**config.mk**
```make
export PLATFORM = sky130hd
export DESIGN_NAME = multdiv_ctrl
export DESIGN_NICKNAME = d
export VERILOG_FILES = /design/src/rtl/multdiv_ctrl.sv
export SDC_FILE = /design/constraint.sdc
export NUM_CORES = 1
export LEC_CHECK = 0
export CAP_MARGIN = 20
export CORE_UTILIZATION = 25
export CTS_BUF_LIST = sky130_fd_sc_hd__clkbuf_16
export CTS_CLUSTER_DIAMETER = 100
export DETAILED_ROUTE_END_ITERATION = 10
export HOLD_SLACK_MARGIN = 0.15
export SETUP_SLACK_MARGIN = 0.3
export SLEW_MARGIN = 15
export SYNTH_ARGS = -nofsm -noshare
export SYNTH_HDL_FRONTEND = slang
export SYNTH_SLANG_ARGS = --single-unit
export TNS_END_PERCENT = 5
```
**constraint.sdc**
```tcl
create_clock -name clk -period 1.9 [get_ports clk]
set_clock_uncertainty 0.1 [all_clocks]
set_input_delay 0.285 -clock clk [delete_from_list [all_inputs] [get_ports clk]]
set_output_delay 0.285 -clock clk [all_outputs]
set_load 0.01 [all_outputs]
```
**src/rtl/multdiv_ctrl.sv**
```systemverilog
// -----------------------------------------------------------------------------
// multdiv_ctrl
//
// Sequencing controller for the iterative multiply/divide datapath.
// A one-cycle multiply or divide request produces one load strobe, then
// exactly WIDTH step strobes tagged with an iteration index, then a one-cycle
// result-ready pulse. A request seen in the ready cycle starts the next
// operation back-to-back.
//
// Optional feature macro: MULTDIV_DIV0_EN
//   defined   : divisor_zero is sampled in LOAD; a divide by zero skips RUN
//               and flags data_exception in DONE.
//   undefined : divisor_zero is ignored, every operation runs WIDTH steps
//               and data_exception is constant 0.
//
// Parameters
//   WIDTH  datapath iterations per operation (power of two, >= 2)
//   CW     iteration index width, log2(WIDTH)
//
// Ports
//   clk             clock, all state changes on the rising edge
//   reset           synchronous active-high reset
//   ctrl_MULT       multiply request (priority over ctrl_DIV)
//   ctrl_DIV        divide request
//   divisor_zero    datapath flag, valid during LOAD: divisor is zero
//   dp_load         load operands (LOAD state)
//   dp_step         one shift/add or shift/subtract iteration (RUN state)
//   dp_op           0 = multiply, 1 = divide, held from LOAD through DONE
//   iter            current iteration index
//   busy            operation in progress (LOAD, RUN, DONE)
//   data_resultRDY  one-cycle pulse, result valid (DONE state)
//   data_exception  divide by zero, valid only with data_resultRDY
// -----------------------------------------------------------------------------
module multdiv_ctrl #(
   parameter int WIDTH = 32,
   parameter int CW    = 5
) (
   input  logic          clk,
   input  logic          reset,
   input  logic          ctrl_MULT,
   input  logic          ctrl_DIV,
   input  logic          divisor_zero,
   output logic          dp_load,
   output logic          dp_step,
   output logic          dp_op,
   output logic [CW-1:0] iter,
   output logic          busy,
   output logic          data_resultRDY,
   output logic          data_exception
);

   typedef enum logic [1:0] {
      IDLE = 2'd0,
      LOAD = 2'd1,
      RUN  = 2'd2,
      DONE = 2'd3
   } state_t;

   localparam logic [CW-1:0] ITER_LAST = CW'(WIDTH - 1);

   state_t        state_reg, state_next;
   logic          op_reg, op_next;
   logic          exc_reg, exc_next;
   logic [CW-1:0] iter_reg, iter_next;

   logic          req;

   // A request is only acted on in IDLE or DONE; elsewhere it is dropped.
   assign req = ctrl_MULT | ctrl_DIV;

`ifndef MULTDIV_DIV0_EN
   // Flag is not consumed when the short-circuit is compiled out.
   logic unused_divisor_zero;
   assign unused_divisor_zero = divisor_zero;
`endif

   // ---------------------------------------------------------------------
   // State register
   // ---------------------------------------------------------------------
   always_ff @(posedge clk) begin
      if (reset) begin
         state_reg <= IDLE;
         op_reg    <= 1'b0;
         exc_reg   <= 1'b0;
         iter_reg  <= '0;
      end else begin
         state_reg <= state_next;
         op_reg    <= op_next;
         exc_reg   <= exc_next;
         iter_reg  <= iter_next;
      end
   end

   // ---------------------------------------------------------------------
   // Next-state logic
   // ---------------------------------------------------------------------
   always_comb begin
      state_next = state_reg;
      op_next    = op_reg;
      exc_next   = exc_reg;
      iter_next  = iter_reg;

      unique case (state_reg)
         IDLE: begin
            iter_next = '0;
            exc_next  = 1'b0;
            if (req) begin
               state_next = LOAD;
               // Multiply wins when both requests arrive together.
               op_next    = ~ctrl_MULT;
            end
         end

         LOAD: begin
            iter_next  = '0;
            state_next = RUN;
`ifdef MULTDIV_DIV0_EN
            if (op_reg && divisor_zero) begin
               exc_next   = 1'b1;
               state_next = DONE;
            end
`endif
         end

         RUN: begin
            if (iter_reg == ITER_LAST) begin
               iter_next  = '0;
               state_next = DONE;
            end else begin
               iter_next = iter_reg + 1'b1;
            end
         end

         DONE: begin
            iter_next = '0;
            exc_next  = 1'b0;
            if (req) begin
               // Back-to-back: reload op and go straight to LOAD.
               state_next = LOAD;
               op_next    = ~ctrl_MULT;
            end else begin
               state_next = IDLE;
            end
         end

         default: begin
            state_next = IDLE;
            op_next    = 1'b0;
            exc_next   = 1'b0;
            iter_next  = '0;
         end
      endcase
   end

   // ---------------------------------------------------------------------
   // Moore outputs, decoded from registered state only
   // ---------------------------------------------------------------------
   always_comb begin
      dp_load        = 1'b0;
      dp_step        = 1'b0;
      dp_op          = 1'b0;
      busy           = 1'b0;
      data_resultRDY = 1'b0;
      data_exception = 1'b0;
      iter           = iter_reg;

      unique case (state_reg)
         IDLE: begin
            // op_reg may still hold the last operation; keep dp_op quiet.
         end
         LOAD: begin
            dp_load = 1'b1;
            dp_op   = op_reg;
            busy    = 1'b1;
         end
         RUN: begin
            dp_step = 1'b1;
            dp_op   = op_reg;
            busy    = 1'b1;
         end
         DONE: begin
            data_resultRDY = 1'b1;
            data_exception = exc_reg;
            dp_op          = op_reg;
            busy           = 1'b1;
         end
         default: begin
         end
      endcase
   end

endmodule

```
Yosys cells after proc, flatten, opt, wreduce, memory -nomap -nowiden --
Cells that the tools add are included.
Operators by class: mux-type cells 11, reduce and logical (&&, ||, !) cells 6, eq/ne operators 6, add/subtract/negate cells 1, bitwise operators 2
Operator list (number):
- 5-bit case mux with 2 select lines | 1
- 2-bit case mux with 4 select lines | 1
- 1-bit 2-to-1 mux | 6
- 3-bit OR reduction | 2
- 5-bit by 1-bit adder with 5-bit output (second input constant) | 1
- 5-bit == test (second input constant) | 1
- 5-bit 2-to-1 mux | 1
- 2-bit == test (second input constant) | 2
- 2-bit 2-to-1 mux | 2
- 2-bit != test (second input constant) | 2
- 2-bit AND reduction | 2
- 2-bit by 1-bit == test with 1-bit output (second input constant) | 1
- 2-bit logical NOT | 1
- 2-bit OR reduction | 1
- 1-bit NOT | 1
- 1-bit OR | 1
Storage, ports and cells: output and inout bits 11, logic and storage cells 29, register bits after elaboration 8

Depth between registers and ports, before layout --
word-level depth 3, gate-level depth with buffers 6, gate-level depth less buffers 6

Worst setup path before layout --
Ideal clock, no wire load.
path type reg-to-reg, from register iter_reg[0] (netlist: iter[0]), to register state_reg[1], library setup time 0.070 ns, stages on the path, launching flop included 7, setup slack 0.346 ns, path buffers 0, period minus slack after synthesis 1.554 ns, arrival 1.385 ns, cell sequence dfxtp_1 ha_1 and3_1 ha_1 nor2b_1 or3_1 a21oi_1
Between the ends: cells in the longest elaborated chain, start to end 3
RTL lines:
- start: declaration | RTL line 64 | logic [CW-1:0] iter_reg, iter_next;
- start signal: assignment | RTL line 90 | iter_reg <= iter_next;
- 5-bit == test | RTL line 126 | if (iter_reg == ITER_LAST) begin
- 2-bit != test (no source line)
- 2-bit AND reduction (no source line)
- end signal: assignment | RTL line 87 | state_reg <= state_next;
- end: declaration | RTL line 61 | state_t state_reg, state_next;
Every way passes these cells. A chain may end at the register's enable or synchronous reset.

Final worst setup path --
from register state_reg[0], to output dp_load
Between the ends: cells in the longest elaborated chain, start to end 2
RTL lines:
- 2-bit by 1-bit == test with 1-bit output | RTL line 167 | unique case (state_reg)
- 1-bit 2-to-1 mux | RTL line 167
- end: declaration | RTL line 43 | output logic dp_load,
Every way passes these cells.

==> impl_summary.txt <==
----------------------------------------------------
[Worst setup path]
  Category of the critical setup timing path ... flip-flop to primary output
  Crit. End Element ... primary output
  Critical Path AT ... 1.38 ns
  Family with the most delay on the worst path ... buffers and inverters
  Crit-path slowest cell ... sky130_fd_sc_hd__clkdlybuf4s50_1
  Peak fanout along the critical path ... 3
  Type of origin of the critical path ... flip-flop
  Crit path required time ... 1.51 ns
  Delay contributed by the slowest stage of the critical path ... 0.54 ns
  Ordered list of cells on the worst path ... buf_4, ha_1, clkdlybuf4s50_1
  Crit path buf inv count ... 2

[Power and ir drop]
  Power per Cell Area ... 1530 nW/um^2
  Worst IR drop on VDD ... 0.000607 V
  Sw Ratio ... 30.2%
  Combinational fraction of design power ... 42.1%
  Part of the total power dissipated in the clock network ... 34.9%
  Switching component of the power ... 0.303 mW
  Internal Power ... 0.700 mW
  Flop pwr share ... 23.0%
  P_leak ... 0.315 nW

[STA]
  Count of final setup violators ... 0
  Final Hold Viols ... 0
  Setup total negative slack ... 0 ns
  Maximum operating frequency ... 0.567 GHz
  Tmin final ... 1.76 ns
  Unrepaired setup endpoints after global routing ... true
  Period utilization ... 92.7%
  Max-slew violation count ... 0

[Finish]
  Share of cells above drive strength 1 ... 12.7%
  Synth-to-Final Area Change ... 58.8%
  Total inserted antenna cells ... 0
  Layout filler cell count ... 145
  NumNets Final ... 76
  Largest register FFs ... 5
  Final instance area ... 656 sq um
  Share of the core filled with cells in the final layout ... 43.0%

[Clock network]
  Clock input transition at the sequential cells of the worst setup and hold paths ... 0.04 ns
  Clk_lat worst skew ... 0.23 ns
  Cell at the root of the clock tree ... sky130_fd_sc_hd__clkbuf_16
  Clock buffer count from CTS ... 3
  Maximum buffer depth of the clock tree ... 2
  Number of H-tree levels ... 1
  Number of hold buffers added after CTS ... 0
  Clock tree from TritonCTS ... yes
  Clk sink count ... 8

[Place]
  Last weighted congestion value of the routability-driven placer ... 0.735
  HPWL Detailed ... 663 um
  Count of buffers inserted at the top-level ports ... 13
  Area after detailed placement ... 578 sq um

[Global routing]
  All-layer global routing usage ... 10.9%
  Wire length of the first global-routing pass ... 1430 um
  Number of global-route vias before repair ... 320
  Gr ovfl total ... 0
  Antenna violations before repair ... 0
  Pin count of the biggest net entering global routing ... 5

[Yosys]
  Number of warning messages in the yosys log ... 0
  Count of state elements after synthesis ... 8
  Count of mapped cells out of synthesis ... 45
  Post-synthesis sequential area ratio ... 38.8%
  Post-synthesis average cell area ... 9.18 sq um
  Unique masters post-synth ... 23
  Cell area after synthesis ... 413 sq um
  Syn_nets ... 56

[Detailed routing]
  Total wire length after detailed routing ... 840 um
  Antenna Nets Post-Route ... 0
  Iteration-0 DRC Markers ... 7
  Post-route DRC violation count ... 0
  Vias per cell ... 4.48
  Average detailed-routed wire length per instance ... 10.6 um
  Number of vias in the routed layout ... 354
  Number of iterations in the first detailed-routing pass ... 3

[Floorplanning]
  Die area ... 1820 sq um
  Number of top-level design ports ... 16
  Placeable Area ... 1520 sq um
  Std cell rows ... 14
  Width of the die ... 42.6 um
  Starting density of the core ... 27.1%
  Die boundary height ... 42.6 um

[Run status]
  Run status ... complete, no violations

[Run]
  Max Cap Violations ... 0

[Worst hold path]
  Worst min-delay path category ... flip-flop to flip-flop

----------------------------------------------------
cell families (layout without fill, tap and decap cells):
kind of cell,Yosys count,count (layout),share of synthesized area (%)
AND/OR/NAND/NOR,14,14,18.5
adder cells (fa/ha/maj),6,6,18.2
other,1,1,0.908
XOR/XNOR,2,2,4.24
AO/OA/AOI/OAI,8,8,13.0
buffers and inverters,6,24,6.36
flip-flops,8,8,38.8
what timing repair did:
item / in CTS / in global routing
endpoints found under the setup margin: 7 / 11
setup buffers: 0 / 0
resized for setup: 3 / 1
pin swaps: 0 / 0
power groups by stage:
stage | Sequential, mW | Combinational, mW | Clock, mW
2_1_floorplan | 0.245 | 0.213 | 0
3_3_place_gp | 0.232 | 0.427 | 0
3_5_place_dp | 0.234 | 0.427 | 0
4_1_cts | 0.231 | 0.430 | 0.359
5_1_grt | 0.237 | 0.471 | 0.370
6_report | 0.231 | 0.422 | 0.350
stage by stage:
step | setup slack [ns] | power (mW) | cells | hold WS (ns)
2_1_floorplan | 0.346 | 0.458 | 45 | 0.254
6_report | 0.138 | 1.00 | 79 | 0.365
5_1_grt | 0.104 | 1.08 | 79 | 0.396
3_5_place_dp | 0.165 | 0.660 | 76 | 0.363
4_1_cts | 0.109 | 1.02 | 79 | 0.371
3_3_place_gp | 0.173 | 0.659 | 76 | 0.353
per-layer routing:
| metal | vias up | part of all wire (%) | track usage [%] |
|---|---|---|---|
| li1 | 189 | - | - |
| met1 | 150 | 52 | 15.7 |
| met2 | 13 | 39 | 12.7 |
| met3 | 2 | 7.0 | 4.31 |
| met4 | 0 | 1.7 | 7.50 |
| met5 | - | 0 | 0 |
synthesized netlist by cell type (all sizes together):
library cell  n  area [sq um]
nor2b         1          6.26
a211oi        1          7.51
dfxtp         8           160
o21ai         1          5.00
a21oi         2          10.0
and3          3          18.8
or3           1          6.26
nor3b         1          7.51
conb          1          3.75
o311ai        1          8.76
o211ai        1          7.51
xor2          1          8.76
inv           5          18.8
nor2          4          15.0
nor3          1          5.00
nand2         1          3.75
o31ai         1          7.51
buf           1          7.51
o21a          1          7.51
xnor2         1          8.76
nand3         1          5.00
and2b         1          8.76
ha            6          75.1
cell usage in the layout (no fill, tap or decap), types with 2 or more instances in the layout:
cell / netlist / routed
sky130_fd_sc_hd__and3_1: 3 / 3
sky130_fd_sc_hd__a21oi_1: 2 / 2
sky130_fd_sc_hd__buf_4: 1 / 3
sky130_fd_sc_hd__clkdlybuf4s50_1: 0 / 10
sky130_fd_sc_hd__inv_1: 5 / 5
sky130_fd_sc_hd__ha_1: 6 / 5
sky130_fd_sc_hd__dlygate4sd2_1: 0 / 2
sky130_fd_sc_hd__clkbuf_16: 0 / 3
sky130_fd_sc_hd__nor2_1: 4 / 4
sky130_fd_sc_hd__dfxtp_1: 8 / 8
layout make-up:
class | count | area, sq um | share of cell area [%]
Clock buffer | 3 | 75.1 | 11.5
Inverter | 5 | 18.8 | 2.86
Multi-Input combinational cell | 31 | 229 | 34.9
Sequential cell | 8 | 160 | 24.4
Tap cell | 16 | 20.0 | 3.05
Timing Repair Buffer | 16 | 153 | 23.3
final timing paths:
path / from / to / slack, ns / cells past startpoint
max: state_reg[0] / dp_load / 0.14 / 3
min: iter[0] / iter[0] / 0.36 / 1
max reg2reg: iter[0] / state_reg[0] / 0.27 / 6
min reg2reg: iter[0] / iter[0] / 0.36 / 1
Power figures use the tool's default switching activity.
